### config.mk
export PLATFORM = sky130hd
export DESIGN_NAME = memory_cycle
export DESIGN_NICKNAME = d
export VERILOG_FILES = /design/src/rtl/memory_cycle.sv
export SDC_FILE = /design/constraint.sdc
export NUM_CORES = 1
export LEC_CHECK = 0
export ABC_AREA = 1
export CAP_MARGIN = 30
export CORE_AREA = 3 3 172 174
export CTS_CLUSTER_SIZE = 40
export DETAILED_ROUTE_END_ITERATION = 7
export DIE_AREA = 0 0 175 177
export DONT_BUFFER_PORTS = 1
export SLEW_MARGIN = 20
export SYNTH_ARGS = -nofsm -noshare
export SYNTH_HDL_FRONTEND = slang
export SYNTH_SLANG_ARGS = --single-unit
export TNS_END_PERCENT = 100
### constraint.sdc
create_clock -name clk -period 8.4 [get_ports clk]
set_clock_uncertainty 0.2 [all_clocks]
set_input_delay 1.68 -clock clk [delete_from_list [all_inputs] [get_ports clk]]
set_output_delay 1.68 -clock clk [all_outputs]
set_load 0.03 [all_outputs]
### src/rtl/memory_cycle.sv
// M-stage data-memory access unit and M/W pipeline register. Issues one bus
// request per legal load/store. It stalls the pipeline until dmem_ack arrives or the wait times out.
// state  | meaning
// S_IDLE | no access outstanding; a legal access is presented to the bus this cycle
// S_WAIT | access issued but not acked; bus held, pipeline frozen, timeout counting
module memory_cycle #(
    parameter int MEM_TIMEOUT = 16
) (
    input  logic        clk,
    input  logic        rst,
    input  logic        RegWriteM,
    input  logic        MemWriteM,
    input  logic [2:0]  ResultSrcM,
    input  logic [4:0]  RdM,
    input  logic [31:0] ALUResultM,
    input  logic [31:0] WriteDataM,
    input  logic [31:0] PCPlus4M,
    input  logic [31:0] luAuiPCM,
    input  logic [31:0] InstrM,
    output logic        dmem_req,
    output logic        dmem_we,
    output logic [31:0] dmem_addr,
    output logic [31:0] dmem_wdata,
    output logic [3:0]  dmem_be,
    input  logic [31:0] dmem_rdata,
    input  logic        dmem_ack,
    output logic        StallM,
    output logic        RegWriteW,
    output logic [2:0]  ResultSrcW,
    output logic [4:0]  RdW,
    output logic [31:0] ALUResultW,
    output logic [31:0] ReadDataW,
    output logic [31:0] PCPlus4W,
    output logic [31:0] luAuiPCW,
    output logic [31:0] InstrW,
    output logic [1:0]  ExcW
);

    localparam int CNT_W = $clog2(MEM_TIMEOUT + 1);

    typedef enum logic {S_IDLE, S_WAIT} state_t;

    state_t             state_q, state_d;
    logic [CNT_W-1:0]   cnt_q, cnt_d;

    logic               reg_write_q, reg_write_d;
    logic [2:0]         result_src_q, result_src_d;
    logic [4:0]         rd_q, rd_d;
    logic [31:0]        alu_result_q, alu_result_d;
    logic [31:0]        read_data_q, read_data_d;
    logic [31:0]        pc_plus4_q, pc_plus4_d;
    logic [31:0]        lu_aui_pc_q, lu_aui_pc_d;
    logic [31:0]        instr_q, instr_d;
    logic [1:0]         exc_q, exc_d;

    logic [2:0]  funct3;
    logic [1:0]  addr_lo;
    logic        is_store, is_load, access;
    logic        f3_legal, misaligned, fault, go;
    logic [1:0]  fault_code;
    logic        req, stall, complete, timeout;
    logic        bus_req;
    logic [7:0]  ld_byte;
    logic [15:0] ld_half;
    logic [31:0] load_val;

    assign funct3   = InstrM[14:12];
    assign addr_lo  = ALUResultM[1:0];
    assign is_store = MemWriteM;
    assign is_load  = (ResultSrcM == 3'b001) && !MemWriteM;
    assign access   = is_store || is_load;

    always_comb begin
        f3_legal = 1'b0;
        if (is_store) begin
            case (funct3)
                3'b000, 3'b001, 3'b010: f3_legal = 1'b1;
                default:                f3_legal = 1'b0;
            endcase
        end else begin
            case (funct3)
                3'b000, 3'b001, 3'b010, 3'b100, 3'b101: f3_legal = 1'b1;
                default:                                f3_legal = 1'b0;
            endcase
        end
    end

    assign misaligned = ((funct3[1:0] == 2'b01) && addr_lo[0]) ||
                        ((funct3[1:0] == 2'b10) && (addr_lo != 2'b00));
    assign fault      = access && (!f3_legal || misaligned);
    assign fault_code = !f3_legal ? 2'b10 : 2'b01;
    assign go         = access && !fault;

    always_comb begin
        state_d  = state_q;
        cnt_d    = '0;
        req      = 1'b0;
        stall    = 1'b0;
        complete = 1'b0;
        timeout  = 1'b0;
        case (state_q)
            S_IDLE: begin
                if (go) begin
                    req = 1'b1;
                    if (dmem_ack) begin
                        complete = 1'b1;
                    end else begin
                        stall   = 1'b1;
                        state_d = S_WAIT;
                    end
                end
            end
            S_WAIT: begin
                req = 1'b1;
                if (dmem_ack) begin
                    complete = 1'b1;
                    state_d  = S_IDLE;
                end else if (cnt_q == CNT_W'(MEM_TIMEOUT - 1)) begin
                    timeout = 1'b1;
                    state_d = S_IDLE;
                end else begin
                    stall = 1'b1;
                    cnt_d = cnt_q + CNT_W'(1);
                end
            end
            default: state_d = S_IDLE;
        endcase
    end

    // Async reset clears state immediately, but M inputs may still look like an access.
    assign bus_req = req && !rst;
    assign StallM  = stall && !rst;

    always_comb begin
        dmem_req   = bus_req;
        dmem_we    = bus_req && is_store;
        dmem_addr  = '0;
        dmem_wdata = '0;
        dmem_be    = 4'b0000;
        if (bus_req) begin
            dmem_addr = {ALUResultM[31:2], 2'b00};
            dmem_be   = 4'b1111;
            if (is_store) begin
                case (funct3[1:0])
                    2'b00: begin
                        dmem_be    = 4'b0001 << addr_lo;
                        dmem_wdata = {4{WriteDataM[7:0]}};
                    end
                    2'b01: begin
                        dmem_be    = ALUResultM[1] ? 4'b1100 : 4'b0011;
                        dmem_wdata = {2{WriteDataM[15:0]}};
                    end
                    default: dmem_wdata = WriteDataM;
                endcase
            end
        end
    end

    always_comb begin
        case (addr_lo)
            2'd0:    ld_byte = dmem_rdata[7:0];
            2'd1:    ld_byte = dmem_rdata[15:8];
            2'd2:    ld_byte = dmem_rdata[23:16];
            default: ld_byte = dmem_rdata[31:24];
        endcase
        ld_half = ALUResultM[1] ? dmem_rdata[31:16] : dmem_rdata[15:0];
        case (funct3)
            3'b000:  load_val = {{24{ld_byte[7]}}, ld_byte};
            3'b001:  load_val = {{16{ld_half[15]}}, ld_half};
            3'b100:  load_val = {24'd0, ld_byte};
            3'b101:  load_val = {16'd0, ld_half};
            default: load_val = dmem_rdata;
        endcase
    end

    always_comb begin
        reg_write_d  = 1'b0;
        exc_d        = 2'b00;
        result_src_d = result_src_q;
        rd_d         = rd_q;
        alu_result_d = alu_result_q;
        read_data_d  = read_data_q;
        pc_plus4_d   = pc_plus4_q;
        lu_aui_pc_d  = lu_aui_pc_q;
        instr_d      = instr_q;
        if (!stall) begin
            result_src_d = ResultSrcM;
            rd_d         = RdM;
            alu_result_d = ALUResultM;
            pc_plus4_d   = PCPlus4M;
            lu_aui_pc_d  = luAuiPCM;
            instr_d      = InstrM;
            if (fault) begin
                exc_d = fault_code;
            end else if (timeout) begin
                exc_d = 2'b11;
            end else begin
                reg_write_d = RegWriteM;
            end
            if (complete && is_load) begin
                read_data_d = load_val;
            end
        end
    end

    always_ff @(posedge clk or posedge rst) begin
        if (rst) begin
            state_q      <= S_IDLE;
            cnt_q        <= '0;
            reg_write_q  <= 1'b0;
            result_src_q <= '0;
            rd_q         <= '0;
            alu_result_q <= '0;
            read_data_q  <= '0;
            pc_plus4_q   <= '0;
            lu_aui_pc_q  <= '0;
            instr_q      <= '0;
            exc_q        <= '0;
        end else begin
            state_q      <= state_d;
            cnt_q        <= cnt_d;
            reg_write_q  <= reg_write_d;
            result_src_q <= result_src_d;
            rd_q         <= rd_d;
            alu_result_q <= alu_result_d;
            read_data_q  <= read_data_d;
            pc_plus4_q   <= pc_plus4_d;
            lu_aui_pc_q  <= lu_aui_pc_d;
            instr_q      <= instr_d;
            exc_q        <= exc_d;
        end
    end

    assign RegWriteW  = reg_write_q;
    assign ResultSrcW = result_src_q;
    assign RdW        = rd_q;
    assign ALUResultW = alu_result_q;
    assign ReadDataW  = read_data_q;
    assign PCPlus4W   = pc_plus4_q;
    assign luAuiPCW   = lu_aui_pc_q;
    assign InstrW     = instr_q;
    assign ExcW       = exc_q;

endmodule

Yosys cells after proc, flatten, opt, wreduce, memory -nomap -nowiden. Index checks and enable logic that the tools add are counted.

Add/sub/neg operators: 1. Equality and inequality tests: 10. Shift-type cells: 1. Mux-type cells: 37. Bitwise gates (word level): 2. Reductions and logical operators: 23.

Operators by type and width (number): $pmux 32 s4 (1); $mux 32 (3); $pmux 32 s2 (1); $pmux 8 s3 (1); $mux 1 (16); $mux 16 (1); $mux 5 (3); $mux 4 (3); $logic_and 1x1->1 (9); $mux 2 (4); $pmux 4 s2 (1); $eq 3x1->1 const B (2); $eq 3x3->1 const B (2); $pmux 1 s2 (3); $add 5x1->5 const B (1); $eq 5x4->1 const B (1); $reduce_or 5->1 (1); $eq 2x1->1 const B (2); $eq 2x2->1 const B (2); $logic_not 1->1 (4); $logic_not 2->1 (2); $shl 1x2->4 const A (1); $eq 3x2->1 const B (1); $logic_not 3->1 (1); other kinds (5) (8).

Register bits after elaboration: 177. Output and inout bits: 242.

Longest topological paths before layout.
Depth in word-level cells: 13. Depth in mapped cells: 13.

Least setup slack after synthesis. No wires, ideal clock.

Path kind: input port to output port. From: input port rst. To: output port dmem_wdata[29]. Arrival: 6.879 ns. Slack: -0.359 ns. Stages on the path: 4. Path buffers: 1. Cell sequence: inv_1 nand2_1 buf_2 nor3_1.

Cells in the longest elaborated chain, start to end: 3.

Ends and longest elaborated chain: start: declaration (RTL line 10) `input logic rst,`; $logic_not 1->1 (no line); $logic_and 1x1->1 (RTL line 131) `assign bus_req = req && !rst;`; $mux 32 (RTL line 140) `if (bus_req) begin`; end: declaration (RTL line 23) `output logic [31:0] dmem_wdata,`.

No other way between the ends.

Final worst setup path.
From: input port MemWriteM. To: output port dmem_wdata[26].

Cells in the longest elaborated chain, start to end: 10. Elaborated cells between the ends (all ways): 14.

Ends and longest elaborated chain: start: declaration (RTL line 12) `input logic MemWriteM,`; $mux 1 / $logic_not 1->1 (equally long branches) (RTL line 75, 70); $logic_not 1->1 / $logic_and 1x1->1 (equally long branches); $logic_or 1x1->1, on equally long branches (RTL line 90, 71); $logic_and 1x1->1 (RTL line 90) `assign fault = access && (!f3_legal || misaligned);`; $logic_not 1->1 (RTL line 92) `assign go = access && !fault;`; $logic_and 1x1->1 (RTL line 92); $mux 1 (RTL line 103) `if (go) begin`; $pmux 1 s2 (RTL line 101) `case (state_q)`; $logic_and 1x1->1 (RTL line 131); $mux 32 * (RTL line 140).

Every way passes the cells marked *; elsewhere a longest branch is shown, timed or not.

==> flow_summary.ini <==
[sta]
min_period_ns = 5.66
finalHoldViolations = 0
slew_headroom_pct = 37.5
fmax_mhz = 177
setup_viol = 0
timing.setup.tns_ns = 0
maxSlewViolCount = 0
worst_hold_slack_ns = 0.261
finalCritPeriodShare_pct = 67.4
rsz0062_at_grt = no
tightest_slew_ns = 0.930

[floorplanning]
io_pins = 447
initial_core_util_pct = 29.9
core-area_mm2 = 0.0279
num_rows = 61
die-area_mm2 = 0.0310
fp.dieW_um = 175
fp.dieH_um = 177

[power_and_ir_drop]
pwr_density_cell_mw_per_mm2 = 252
ir_drop_v = 0.000110
report.power.total_mw = 2.30
internal_power_mw = 1.45
swShare_pct = 36.9
seqPwrFrac_pct = 53.0
leakage_nw = 4.92
pwr-share-comb_pct = 11.0
clockPowerShare_pct = 36.0
switchingPower_mw = 0.849

[status]
status = finished clean

[routing]
wl_per_cell_um = 18.4
ant_nets = 0
dr_total_vias = 7012
vias_per_cell = 4.76
drt_iter0_drc = 344
wl_mm = 27.0
drc = 0
first_pass_iters = 5

[synthesis]
synthArstFlopShare_pct = 100
synth.top_cells.by_count = nand2_1, dfrtp_1, nor2_1
synth-edff-count = 0
ys_seq_area_share_pct = 53.0
syn_inst = 1117
yosysTopAreaCellShare_pct = 53.0
synth_top_area_cell = dfrtp_1
synth-seq-cells = 177
post_synth_num_cell_types = 30
post_synth.cell_area_avg_um2 = 7.48
synth_warnings = 0
ys.flop_type = dfrtp_1
synth.most_common_cell = nand2_1
yosys-top-cells-area = dfrtp_1, nand2_1, nor2_1
syn_area_mm2 = 0.00836

[grt]
grt_max_degree = 92
first_global_vias = 6754
antenna_found_initial = 1
grt.overflow.total = 0
grt.total_usage_pct = 16.8
grt_pass1_wl_mm = 40.7

[clock_tree]
cts_buffer_depth = 2
postCtsSetupBuffers = 0
clk_pin_slew_ns = 0.08
ctsHoldBuffers = 0
cts_tree = yes
root_buffer = clkbuf_16
cts_resized = 0
clk_latency_ns = 0.42
htree_levels = 4
clock-sinks = 177
numCtsBuffers = 17

[final_layout]
area_delta_synth_final_pct = 9.25
fin_nets = 1286
drive_gt1_share_pct = 5.12
fin_area_mm2 = 0.00913
nFillCells = 3044

[placed_design]
port_buffers = 0
gp_congestion = 0.832
postPlaceCellArea_mm2 = 0.00848
hpwl_mm = 19.9

[setup_path]
cp-end-kind = output pin
worst_setup_path_start_kind = primary input
cp.arrival_ns = 3.78
critPathMaxFanout = 68
critical_path_required_ns = 6.52
reg2reg_depth = 9
crit_type = in2out

[min_path]
holdPathStages = 1
hold_class = reg2reg

[run]
max_cap_viol_count = 0
[per-stage QoR]
step,std cells,setup slack [ns],util [%]
CTS,1469,2.78,32.5
global placement,1437,2.84,30.4
floorplan,1118,1.24,-
global route,1472,2.57,32.7
finish,1472,2.74,32.7
detailed placement,1437,2.78,30.4
[area by class of cell]
class | count | area, µm² | area share, %
multi-input combinational | 811 | 3290 | 36.0
antenna | 1 | 2.50 | 0.0274
sequential | 177 | 4430 | 48.5
clock buffer | 18 | 439 | 4.81
timing repair buffer | 8 | 83.8 | 0.918
inverter | 65 | 250 | 2.74
tap | 378 | 473 | 5.18
clock inverter | 14 | 165 | 1.81
[critical path, cell delays in order]
cell and delay, ns:
inv_2 0.41, nand2_1 0.17, nand2_1 0.13, nand3_2 0.08
nand2_2 0.12, nand2_2 0.05, buf_4 0.32, nor3_1 0.80
[power by group through the flow]
stage / combinational, mW / sequential, mW / clock (mW)
after floorplan: 0.220 / 1.20 / 0
after global placement: 0.248 / 1.24 / 0
after detailed placement: 0.254 / 1.24 / 0
after CTS: 0.254 / 1.22 / 0.859
after global routing: 0.291 / 1.23 / 0.896
final: 0.253 / 1.22 / 0.827
[registers in the layout, summed over array words and instances (netlist names), 2 cells and up]
signal      flops
ALUResultW     32
ExcW            2
InstrW         32
PCPlus4W       32
RdW             5
ReadDataW      32
ResultSrcW      3
cnt_q           5
luAuiPCW       32
[path summary, 6_finish.rpt]
path,startpoint,to,slack (ns)
max reg2reg,cnt_q[0]$_DFF_PP0_,PCPlus4W[0]$_DFFE_PP0N_,5.01
max in group asynchronous,rst,ReadDataW[14]$_DFFE_PP0P_,5.50
max,MemWriteM,dmem_wdata[26],2.74
min,cnt_q[0]$_DFF_PP0_,cnt_q[0]$_DFF_PP0_,0.26
min in group asynchronous,rst,ALUResultW[28]$_DFFE_PP0N_,1.17
min reg2reg,cnt_q[0]$_DFF_PP0_,cnt_q[0]$_DFF_PP0_,0.26
[cell families after synthesis]
logic type               Yosys count  synth area share [%]
AO/OA/AOI/OAI                     58                  3.62
XOR/XNOR                           1                 0.105
buffers and inverters            130                  7.80
AND/OR/NAND/NOR                  749                  35.3
other                              1                0.0449
flip-flops                       177                  53.0
adder cells (fa/ha/maj)            1                 0.150
[cells in the final DEF (no fill, tap or decap), types with 2 or more instances in the layout]
master      Yosys  final
a21oi_1        27     27
buf_4          10      6
clkbuf_16       0     17
clkinv_4        0      4
clkinvlp_4      0      2
conb_1          1      2
dfrtp_1       177    177
inv_1          60     59
inv_2           5      4
inv_8           0      6
nand2_1       605    604
nand2_2         4      4
nand3_1        26     26
nand4_1         7      7
nor2_1         66     66
nor3_1         35     35
o21ai_0        25     25
or2_2           2      2
[metal layers]
layer  part of all wire, %  up-vias  global-route usage, %
met5                     0        -                      0
met4                   1.7        0                   4.89
met3                    11       29                   6.31
met2                    51      352                   29.5
met1                    37     3306                   19.1
li1                      -     3325                      -
(Power assumes the default switching activity.)
==> RTL change: new RTL, config.mk and constraints unchanged <==
Make the reset (`rst`) synchronous in one clocked block. Comments in the files are not updated.
--- a/src/rtl/memory_cycle.sv
+++ b/src/rtl/memory_cycle.sv
@@ -204,5 +204,5 @@
     end
 
-    always_ff @(posedge clk or posedge rst) begin
+    always_ff @(posedge clk) begin
         if (rst) begin
             state_q      <= S_IDLE;
Formal check against the unedited RTL: differs if rst is asserted again (counterexample within 4 cycles, from zero or initial values and one cycle with rst high); with rst held inactive, the same outputs for 4 cycles.
==> RTL change against the unedited design <==
Sequential share of layout area is 9.7 points lower. Count of clock-buffer cells in the layout is 1 lower. Non-clock buffer count is 16 higher. Routed wire length is 12% higher. Combinational power is 16% lower. Setup slack worse by 0.47 ns. Sequential cell count stayed put. Worst hold slack worse by 0.0096 ns. Highest routed layer unchanged. Power is 9.1% lower. Cell area is 0.11% higher. Clock power is 2.7% higher. Core utilization hardly changed. Area after synthesis is 0.37% lower.
==> RTL change: results (changes against the unedited design) <==
| Metric | Value |
|---|---|
| Met2 Use GR | `0.302 (+0.00684)` |
| First-pass GRT wire length | `44.3 mm (+8.9%)` |
| Met3 Resource Use GR | `0.0746 (+0.0116)` |
| DR pass1 iterations | `7 (+2)` |
| Met1 wire length | `11.9 mm (+18%)` |
| RR Endpoint | `luAuiPCW[10]` |
| Unique masters post-synth | `31 (+3.3%)` |
| Leakage power | `4.49 nW (-8.8%)` |
| Main synth FF type | `dfxtp_1` |
| Layout cells sized above 1 | `0.0643 (+0.0131)` |
| Hold slack | `0.252 ns (-0.00962 ns)` |
| Final wirelength | `30.3 mm (+12%)` |
| # nets final | `1360 (+5.8%)` |
| Clock group share of total power | `0.407 (+0.047)` |
| Met3 WL | `3.24 mm (+14%)` |
| Status | `finished, final reports clean` |
| Largest net degree at the start of global routing | `133 (+45%)` |
| Met1 Resource Use GR | `0.216 (+0.0247)` |
| Internal power | `1.38 mW (-4.8%)` |
| R2r setup slk | `5.03 ns (+0.02 ns)` |
| R2R cell count | `10 (+1)` |
| Most frequent cells after synthesis | `291 x nand2_1, 177 x dfxtp_1, 174 x nand3_1` |
| Placed wire-length estimate | `21.1 mm (+5.8%)` |
| DP Area | `8510 µm² (+0.27%)` |
| Worst Hold Path EP | `cnt_q[0]` |
| Slowest cell on crit path | `nor2_1` |
| First DRT Iteration DRCs | `707 (+110%)` |
## RTL change: changes by cell type after synthesis, moves of 19 or more
| cell | unedited run | this run |
|---|---|---|
| dfxtp_1 | 0 | 177 |
| inv_1 | 60 | 96 |
| nor2_1 | 66 | 134 |
| dfrtp_1 | 177 | 0 |
| nor3_1 | 35 | 16 |
| nand2_1 | 605 | 291 |
| nand4_1 | 7 | 137 |
| clkbuf_1 | 13 | 54 |
| nand3_1 | 26 | 174 |
## RTL change: logic make-up after synthesis
logic type / share of synthesized area
AOI/OAI and AO/OA: 0.0394
adders and majority gates: 0.00301
buffers and inverters: 0.109
DFF: 0.426
other: 0.000450
and+or+nand+nor: 0.423
## RTL change: per-stage QoR
stage / power [mW] / utilization / std cells / setup WS [ns]
floorplan: 1.21 / - / 1218 / 3.21
global placement: 1.26 / 0.304 / 1511 / 2.19
detailed placement: 1.26 / 0.305 / 1512 / 2.20
CTS: 2.12 / 0.327 / 1544 / 2.22
global route: 2.18 / 0.327 / 1545 / 2.01
finish: 2.09 / 0.327 / 1545 / 2.26
## RTL change: how the worst max path moves through the flow
stage | start | to | slack, ns | cells after the start
CTS | InstrM[13] | StallM | 2.22 | 8
finish | InstrM[13] | StallM | 2.26 | 8
global route | InstrM[13] | StallM | 2.01 | 8
detailed placement | InstrM[13] | StallM | 2.20 | 8
global placement | InstrM[13] | StallM | 2.19 | 8
floorplan | InstrM[13] | dmem_wdata[16] | 3.21 | 11
## RTL change: cell type report
class	count	area [µm²]	area share
clock buffer	17	425	0.0465
sequential	177	3540	0.388
timing repair buffer	24	200	0.0219
tap	378	473	0.0517
clock inverter	15	205	0.0225
antenna	1	2.50	0.000274
inverter	103	394	0.0431
multi-input combinational	830	3900	0.426
